**config.mk**
```make
export PLATFORM = sky130hd
export DESIGN_NAME = transpose_pass_engine_flat
export DESIGN_NICKNAME = d
export VERILOG_FILES = /design/src/rtl/transpose_pass_engine_if.sv /design/src/rtl/transpose_pass_engine.sv /design/src/flat_wrapper.sv
export SDC_FILE = /design/constraint.sdc
export NUM_CORES = 1
export LEC_CHECK = 0
export ABC_AREA = 0
export BUFFER_PORTS_ARGS = -buffer_cell sky130_fd_sc_hd__buf_4
export CORE_MARGIN = 10
export CORE_UTILIZATION = 54
export CTS_BUF_LIST = sky130_fd_sc_hd__clkbuf_8
export CTS_CLUSTER_DIAMETER = 150
export DETAILED_ROUTE_END_ITERATION = 6
export GPL_ROUTABILITY_DRIVEN = 0
export GPL_TIMING_DRIVEN = 1
export PLACE_DENSITY = 0.88
export SLEW_MARGIN = 40
export SYNTH_ARGS = -nofsm -noshare
export SYNTH_HDL_FRONTEND = slang
export SYNTH_SLANG_ARGS = --single-unit
```
**constraint.sdc**
```tcl
create_clock -name clk -period 2.9 [get_ports clk]
set_clock_uncertainty 0.2 [all_clocks]
set_input_delay 0.435 -clock clk [delete_from_list [all_inputs] [get_ports clk]]
set_output_delay 0.435 -clock clk [all_outputs]
set_load 0.01 [all_outputs]
```
**src/rtl/transpose_pass_engine_if.sv**
```systemverilog
// -----------------------------------------------------------------------------
// transpose_pass_engine_if
// Bundles the scheduler handshake and the PE-array lane bus of the transpose
// pass engine.
//   master : scheduler side. Drives start/opcode/length and observes status
//            and lane controls.
//   slave  : engine side. Samples the start request and drives lane controls,
//            the read address and status.
// Signals:
//   start_transpose            one-cycle start pulse
//   Instruction_code_transpose opcode (8'h03 = transpose)
//   num_iterations             pass length N, 1..256
//   lane_en/first/last         16-lane skewed enable wavefront
//   rd_addr                    lane-0 operand read address
//   done_transpose             completed-lane count, 0..16
//   busy, err_opcode, start_overrun  status
// -----------------------------------------------------------------------------
interface transpose_pass_engine_if #(
    parameter int ADDR_WIDTH = 10
);
    logic                  start_transpose;
    logic [7:0]            Instruction_code_transpose;
    logic [8:0]            num_iterations;
    logic [15:0]           lane_en;
    logic [15:0]           lane_first;
    logic [15:0]           lane_last;
    logic [ADDR_WIDTH-1:0] rd_addr;
    logic [4:0]            done_transpose;
    logic                  busy;
    logic                  err_opcode;
    logic                  start_overrun;

    modport master (
        output start_transpose, Instruction_code_transpose, num_iterations,
        input  lane_en, lane_first, lane_last, rd_addr,
        input  done_transpose, busy, err_opcode, start_overrun
    );

    modport slave (
        input  start_transpose, Instruction_code_transpose, num_iterations,
        output lane_en, lane_first, lane_last, rd_addr,
        output done_transpose, busy, err_opcode, start_overrun
    );
endinterface

```
**src/rtl/transpose_pass_engine.sv**
```systemverilog
// -----------------------------------------------------------------------------
// transpose_pass_engine
// Accepts one transpose pass from the scheduler and drives a 16-lane skewed
// enable wavefront into the transpose PE columns. Lane 0 is generated from the
// iteration counter; lanes 1..15 are a registered shift chain of lane 0, so
// every lane sees exactly N enabled cycles, one cycle after its neighbour.
// Ports:
//   clk  rising-edge clock
//   rst  asynchronous active-high reset
//   bus  transpose_pass_engine_if slave modport (handshake + lane bus)
// -----------------------------------------------------------------------------
module transpose_pass_engine #(
    parameter int ADDR_WIDTH = 10
) (
    input logic                    clk,
    input logic                    rst,
    transpose_pass_engine_if.slave bus
);
    localparam logic [7:0] OPC_TRANSPOSE = 8'h03;
    localparam int         LANES         = 16;
    // The chain needs 15 extra cycles to carry the last lane-0 iteration to lane 15.
    localparam logic [3:0] DRAIN_LAST    = 4'd14;
    localparam logic [4:0] DONE_MAX      = 5'd16;

    typedef enum logic [1:0] {
        S_IDLE,
        S_RUN,
        S_DRAIN,
        S_HOLD
    } state_t;

    state_t           r_state;
    state_t           w_state_next;
    logic [8:0]       r_n;
    logic [8:0]       r_k;
    logic [3:0]       r_drain_cnt;
    logic [LANES-1:1] r_en_chain;
    logic [LANES-1:1] r_first_chain;
    logic [LANES-1:1] r_last_chain;
    logic [4:0]       r_done;
    logic             r_err;
    logic             r_overrun;

    logic             w_can_start;
    logic             w_busy;
    logic             w_accept;
    logic             w_reject;
    logic             w_k_last;
    logic             w_lane0_en;
    logic             w_lane0_first;
    logic             w_lane0_last;
    logic [LANES-1:0] w_lane_last;

    // HOLD behaves exactly like IDLE for start sampling, which allows
    // back-to-back passes with no idle cycle in between.
    assign w_can_start   = (r_state == S_IDLE) || (r_state == S_HOLD);
    assign w_busy        = (r_state == S_RUN) || (r_state == S_DRAIN);
    assign w_accept      = w_can_start && bus.start_transpose &&
                           (bus.Instruction_code_transpose == OPC_TRANSPOSE) &&
                           (bus.num_iterations != 9'd0);
    assign w_reject      = w_can_start && bus.start_transpose && !w_accept;

    // 9-bit compare against N-1 lets N = 256 run k = 0..255 without wrapping.
    assign w_k_last      = (r_k == (r_n - 9'd1));
    assign w_lane0_en    = (r_state == S_RUN);
    assign w_lane0_first = w_lane0_en && (r_k == 9'd0);
    assign w_lane0_last  = w_lane0_en && w_k_last;
    assign w_lane_last   = {r_last_chain, w_lane0_last};

    // NOTE: every signal written in always_comb gets a default first, so no
    // path through the case statement can infer a latch.
    always_comb begin
        w_state_next = r_state;
        unique case (r_state)
            S_IDLE, S_HOLD: begin
                if (w_accept) begin
                    w_state_next = S_RUN;
                end else if (w_reject) begin
                    w_state_next = S_IDLE;
                end
            end
            S_RUN: begin
                if (w_k_last) begin
                    w_state_next = S_DRAIN;
                end
            end
            S_DRAIN: begin
                if (r_drain_cnt == DRAIN_LAST) begin
                    w_state_next = S_HOLD;
                end
            end
            default: w_state_next = S_IDLE;
        endcase
    end

    // NOTE: sequential state uses non-blocking assignments so every register
    // samples pre-edge values regardless of statement order.
    always_ff @(posedge clk or posedge rst) begin
        if (rst) begin
            r_state       <= S_IDLE;
            r_n           <= 9'd0;
            r_k           <= 9'd0;
            r_drain_cnt   <= 4'd0;
            r_en_chain    <= '0;
            r_first_chain <= '0;
            r_last_chain  <= '0;
            r_done        <= 5'd0;
            r_err         <= 1'b0;
            r_overrun     <= 1'b0;
        end else begin
            r_state <= w_state_next;

            if (w_accept) begin
                r_n <= bus.num_iterations;
            end

            // k only advances in RUN; it rests at 0 elsewhere, so an accepted
            // start always begins the pass at k = 0.
            r_k         <= w_lane0_en ? (r_k + 9'd1) : 9'd0;
            r_drain_cnt <= (r_state == S_DRAIN) ? (r_drain_cnt + 4'd1) : 4'd0;

            r_en_chain    <= {r_en_chain[LANES-2:1],    w_lane0_en};
            r_first_chain <= {r_first_chain[LANES-2:1], w_lane0_first};
            r_last_chain  <= {r_last_chain[LANES-2:1],  w_lane0_last};

            // A start (accepted or rejected) clears the count so the scheduler
            // never sees a stale 16 in its first wait cycle.
            if (w_accept || w_reject) begin
                r_done <= 5'd0;
            end else if ((|w_lane_last) && (r_done != DONE_MAX)) begin
                r_done <= r_done + 5'd1;
            end

            if (w_accept) begin
                r_err <= 1'b0;
            end else if (w_reject) begin
                r_err <= 1'b1;
            end

            r_overrun <= bus.start_transpose && w_busy;
        end
    end

    assign bus.lane_en        = {r_en_chain,    w_lane0_en};
    assign bus.lane_first     = {r_first_chain, w_lane0_first};
    assign bus.lane_last      = w_lane_last;
    assign bus.rd_addr        = w_lane0_en ? ADDR_WIDTH'(r_k) : '0;
    assign bus.done_transpose = r_done;
    assign bus.busy           = w_busy;
    assign bus.err_opcode     = r_err;
    assign bus.start_overrun  = r_overrun;
endmodule
```
**src/flat_wrapper.sv**
```systemverilog
// flat-port wrapper written by rule: the top's interface ports become plain ports
module transpose_pass_engine_flat 
#(
    parameter int ADDR_WIDTH = 10
)
  (clk, rst, bus_start_transpose, bus_Instruction_code_transpose, bus_num_iterations, bus_lane_en, bus_lane_first, bus_lane_last, bus_rd_addr, bus_done_transpose, bus_busy, bus_err_opcode, bus_start_overrun);
  transpose_pass_engine_if #(.ADDR_WIDTH(ADDR_WIDTH)) bus_i ();
  input logic clk;
  input logic rst;
  input wire logic [$bits(bus_i.start_transpose)-1:0] bus_start_transpose;
  input wire logic [$bits(bus_i.Instruction_code_transpose)-1:0] bus_Instruction_code_transpose;
  input wire logic [$bits(bus_i.num_iterations)-1:0] bus_num_iterations;
  output wire logic [$bits(bus_i.lane_en)-1:0] bus_lane_en;
  output wire logic [$bits(bus_i.lane_first)-1:0] bus_lane_first;
  output wire logic [$bits(bus_i.lane_last)-1:0] bus_lane_last;
  output wire logic [$bits(bus_i.rd_addr)-1:0] bus_rd_addr;
  output wire logic [$bits(bus_i.done_transpose)-1:0] bus_done_transpose;
  output wire logic [$bits(bus_i.busy)-1:0] bus_busy;
  output wire logic [$bits(bus_i.err_opcode)-1:0] bus_err_opcode;
  output wire logic [$bits(bus_i.start_overrun)-1:0] bus_start_overrun;
  assign bus_i.start_transpose = bus_start_transpose;
  assign bus_i.Instruction_code_transpose = bus_Instruction_code_transpose;
  assign bus_i.num_iterations = bus_num_iterations;
  assign bus_lane_en = bus_i.lane_en;
  assign bus_lane_first = bus_i.lane_first;
  assign bus_lane_last = bus_i.lane_last;
  assign bus_rd_addr = bus_i.rd_addr;
  assign bus_done_transpose = bus_i.done_transpose;
  assign bus_busy = bus_i.busy;
  assign bus_err_opcode = bus_i.err_opcode;
  assign bus_start_overrun = bus_i.start_overrun;
  transpose_pass_engine #(.ADDR_WIDTH(ADDR_WIDTH)) u_core (.clk(clk), .rst(rst), .bus(bus_i));
endmodule
```
==> PnR_summary.wiki <==
{| class="wikitable"
! Metric !! Value
|-
| CTS tree || done
|-
| Outcome || completed
|-
| # Max-Cap Violations || 0
|-
| Post-detailed-placement half-perimeter wirelength || 5600 um
|-
| Unique masters post-synth || slightly below 50
|-
| DRC || 0
|-
| Data arrival at the endpoint of the critical path || about 2.3 ns
|-
| Main combinational cell family by area after synthesis || simple AND/OR/NAND/NOR gates
|-
| Worst setup slack after layout || slightly below 0.02 ns
|-
| Final Hold Vio Count || 0
|-
| Finished Core Util || 0.749
|-
| Internal portion of total power || 1.96 mW
|-
| Most area-hungry cell type in the Yosys netlist || dfrtp_1
|-
| Number of placed I/O pins || 86
|-
| Via count of the first global-routing pass || 2594
|-
| Achievable Freq || 347 MHz
|-
| Drt total wl || around 7800 um
|-
| Portion of total power attributed to sequential cells || 0.461
|-
| Vias || 2398
|-
| Switching power share of the total || 0.301
|-
| Clock tree root driver cell || clkbuf_8
|-
| Final global-route overflow total || 0
|-
| Worst slack after detailed placement || 0.140 ns
|-
| Standard-cell rows || 27
|-
| Cell Area, Synth || about 3200 sq um
|-
| Endpoints failing setup || 0
|-
| Combinational power share || 0.243
|-
| Critical setup path kind || flip-flop to output pin
|-
| H-tree depth || 3
|-
| Width of the chip || 97 um
|-
| Net count after synthesis || between 300 and 400
|-
| Synthesized-area fraction occupied by ao, oa, aoi and oai cells || 0.0586
|-
| Critical path data required time || between 2 and 2.5 ns
|-
| Total Neg Setup Slack || 0 ns
|-
| Count of antenna-violating nets left after detailed routing || 0
|-
| Unrepaired setup endpoints after global routing || true
|-
| Mux cell area share after synthesis || 0.0227
|-
| Sum of internal, switching and leakage power || around 2.8 mW
|-
| Warnings, synthesis || 0
|-
| Deepest clock path buffer count || 2
|-
| Worst VDD drop || roughly 0.43 mV
|-
| Post-layout instance count excluding filler cells || between 400 and 500
|-
| Routed WL per cell || around 17 um
|-
| Kind of path behind the tightest hold check || input port to flip-flop
|-
| Post-route fraction of the period consumed by the critical path || 0.993
|-
| Final Slew Violations || 0
|-
| Total Die Area || between 9000 and 10000 sq um
|-
| Share of the synthesized area in the top cell type || 0.594
|-
| Adder-cell share of the synthesized area || 0.0352
|-
| Switching pwr || 843 uW
|-
| Relative area change from synthesis to final layout || 32.0%
|-
| CTS clk-pin slew, worst paths || about 0.07 ns
|-
| Max-slew headroom at the worst pin || 0.600
|-
| Share of synthesized area occupied by flip-flops and latches || 0.594
|-
| Vertical die dimension || about 97 um
|-
| Total power divided by cell area || 663 nW/um^2
|-
| Placed insts || 422
|-
| Minimum clock period after layout || between 2 and 3 ns
|-
| Number of antenna violations at the first check in global routing || 0
|-
| Drt via density || 5.41
|-
| Startpoint Class || flip-flop
|-
| Largest net degree at the start of global routing || 77
|-
| Effective utilization at floorplan || 0.568
|-
| Synthesized area per cell || 11.8 sq um
|-
| Cell count after synthesis || roughly 270
|-
| Number of DRC violations after detailed-routing iteration 0 || 211
|-
| Latest clock arrival within the worst-skew pair || about 0.34 ns
|-
| Standby leakage power || between 2 and 2.5 nW
|-
| Sinks on Clock Net || between 70 and 80
|-
| Layout cell share with drive strength beyond 1 || 0.358
|-
| First-pass GRT wire length || between 10000 and 15000 um
|-
| Slew @ Worst Pin || about 0.59 ns
|-
| Number of flip-flops and latches in the synthesized netlist || 76
|-
| Synthesized-area fraction occupied by xor and xnor cells || 0.0492
|-
| Basic-gate share of the synthesized area counting and, or, nand and nor cells || 0.202
|-
| Clock Power Share || 0.296
|-
| Cell types occupying the most area after synthesis || dfrtp_1, nand2_1, xnor2_1
|-
| Area of the core || approximately 5600 sq um
|-
| Cts bufs inserted || 9
|-
| Overall fraction of global-route tracks in use || 0.166
|-
| Detailed-routing iteration count for the pre-antenna-repair pass || 4
|-
| NumNets Final || ~400
|-
| Antenna diode count || 0
|-
| Kind of capture point of the worst setup path || output pin
|-
| Worst-path maximum fanout || 4
|-
| Port bufs || 84
|}
==> cells by family (layout without fill, tap and decap cells) <==
| logic type | after synthesis | count (layout) |
|---|---|---|
| AND/OR/NAND/NOR | 111 | 111 |
| flip-flops | 76 | 76 |
| AO/OA/AOI/OAI | 25 | 25 |
| buffers and inverters | 25 | 124 |
| XOR/XNOR | 18 | 18 |
| adder cells (fa/ha/maj) | 9 | 9 |
| multiplexers | 7 | 7 |
| other | 1 | 1 |
==> path summary, 6_finish.rpt <==
check                                                     from                                       end  slack [ns]  cells after the start
worst max register to register       u_core.r_n[1]$_DFFE_PP0P_  u_core.bus.done_transpose[4]$_DFFE_PP0P_        0.25                      9
worst min register to register  u_core.r_en_chain[2]$_DFF_PP0_            u_core.r_en_chain[3]$_DFF_PP0_        0.18                      0
worst min-delay path                     bus_num_iterations[1]                 u_core.r_n[1]$_DFFE_PP0P_        0.11                      3
max in group asynchronous                                  rst                 u_core.r_n[4]$_DFFE_PP0P_        1.64                      4
min in group asynchronous                                  rst  u_core.bus.done_transpose[0]$_DFFE_PP0P_        0.55                      4
worst max-delay path                 u_core.r_n[1]$_DFFE_PP0P_                          bus_lane_last[0]        0.02                      7
==> placed cells by master, fill, tap and decap left out, types with 5 or more instances in the layout <==
cell	instances
nand3_1	8
xor2_1	5
inv_1	11
clkbuf_8	11
o21ai_0	5
dfrtp_1	75
nor4_1	5
ha_1	8
buf_4	93
and2_1	16
nand2_1	36
nand4_1	5
mux2i_1	5
nor3_1	5
xnor2_1	12
==> power by group through the flow <==
| stage | Combinational [mW] | Sequential, mW | Clock, mW |
|---|---|---|---|
| floorplan | 0.314 | 1.34 | 0 |
| global placement | 0.638 | 1.30 | 0 |
| detailed placement | 0.659 | 1.31 | 0 |
| CTS | 0.682 | 1.29 | 0.845 |
| global route | 0.757 | 1.31 | 0.897 |
| finish | 0.682 | 1.29 | 0.830 |
==> worst max-delay path, cell delays in order, from the launching register on <==
cell     delay, ns
dfrtp_1       0.41
buf_6         0.14
or4_4         0.55
nor2_4        0.13
xnor2_2       0.13
nand4_2       0.15
nor3b_2       0.24
buf_4         0.17
==> per-stage QoR <==
stage / area (sq um) / hold slack [ns]
after floorplan: 3200 / 0.216
after global placement: 3920 / 0.156
after detailed placement: 3920 / 0.162
after CTS: 4200 / 0.0968
after global routing: 4230 / 0.0947
final: 4230 / 0.111
==> flip-flops by register name (all words and copies together) (netlist names) <==
name                       cells
u_core.bus.done_transpose      5
u_core.r_en_chain             15
u_core.r_n                     9
u_core.r_k                     9
u_core.bus.start_overrun       1
u_core.r_first_chain          15
u_core.r_drain_cnt             4
u_core.r_state                 2
u_core.bus.err_opcode          1
u_core.r_last_chain           15
==> cell type report <==
class | count | area, sq um
inverter | 12 | 45.0
sequential | 76 | 1900
multi-input combinational | 171 | 1240
fill | 361 | 1420
clock buffer | 11 | 151
timing repair buffer | 96 | 739
clock inverter | 5 | 58.8
tap | 72 | 90.1
==> repair_timing <==
item | 4_1_cts | 5_1_grt
gates resized for setup | 8 | 5
hold endpoints to repair | 76 | 0
buffers inserted | 2 | 2
setup endpoints to repair | 1 | 1
pin swaps | 4 | 7
hold buffers | 1 | 0
==> synth_stat cells, drive strengths merged <==
library cell	number
or3	4
or4bb	1
mux2i	5
nor4b	1
or3b	1
nand2	36
nand2b	4
buf	7
nand3	8
nor2	5
a22o	1
nor4	7
nor3	8
a211oi	1
nand4	6
nand3b	2
nor3b	1
dfrtp	76
a21o	1
o41ai	1
o31ai	4
and2	16
o211ai	3
a21oi	2
clkbuf	6
xor2	5
or4b	2
a2111o	1
a21boi	4
xnor2	13
nor2b	5
a32o	2
ha	9
inv	12
conb	1
or4	3
mux2	2
o21ai	5
and3	1
==> per-layer routing <==
metal  wire [um]  GRT usage  part of all wire  vias to the layer above
li1            -          -                 -                     1111
met1        3230      0.199              0.42                     1169
met2        3790      0.263              0.49                      108
met3         655     0.0625             0.085                       10
met4          67     0.0699            0.0086                        0
met5           0          0                 0                        -
(Power assumes the default switching activity.)
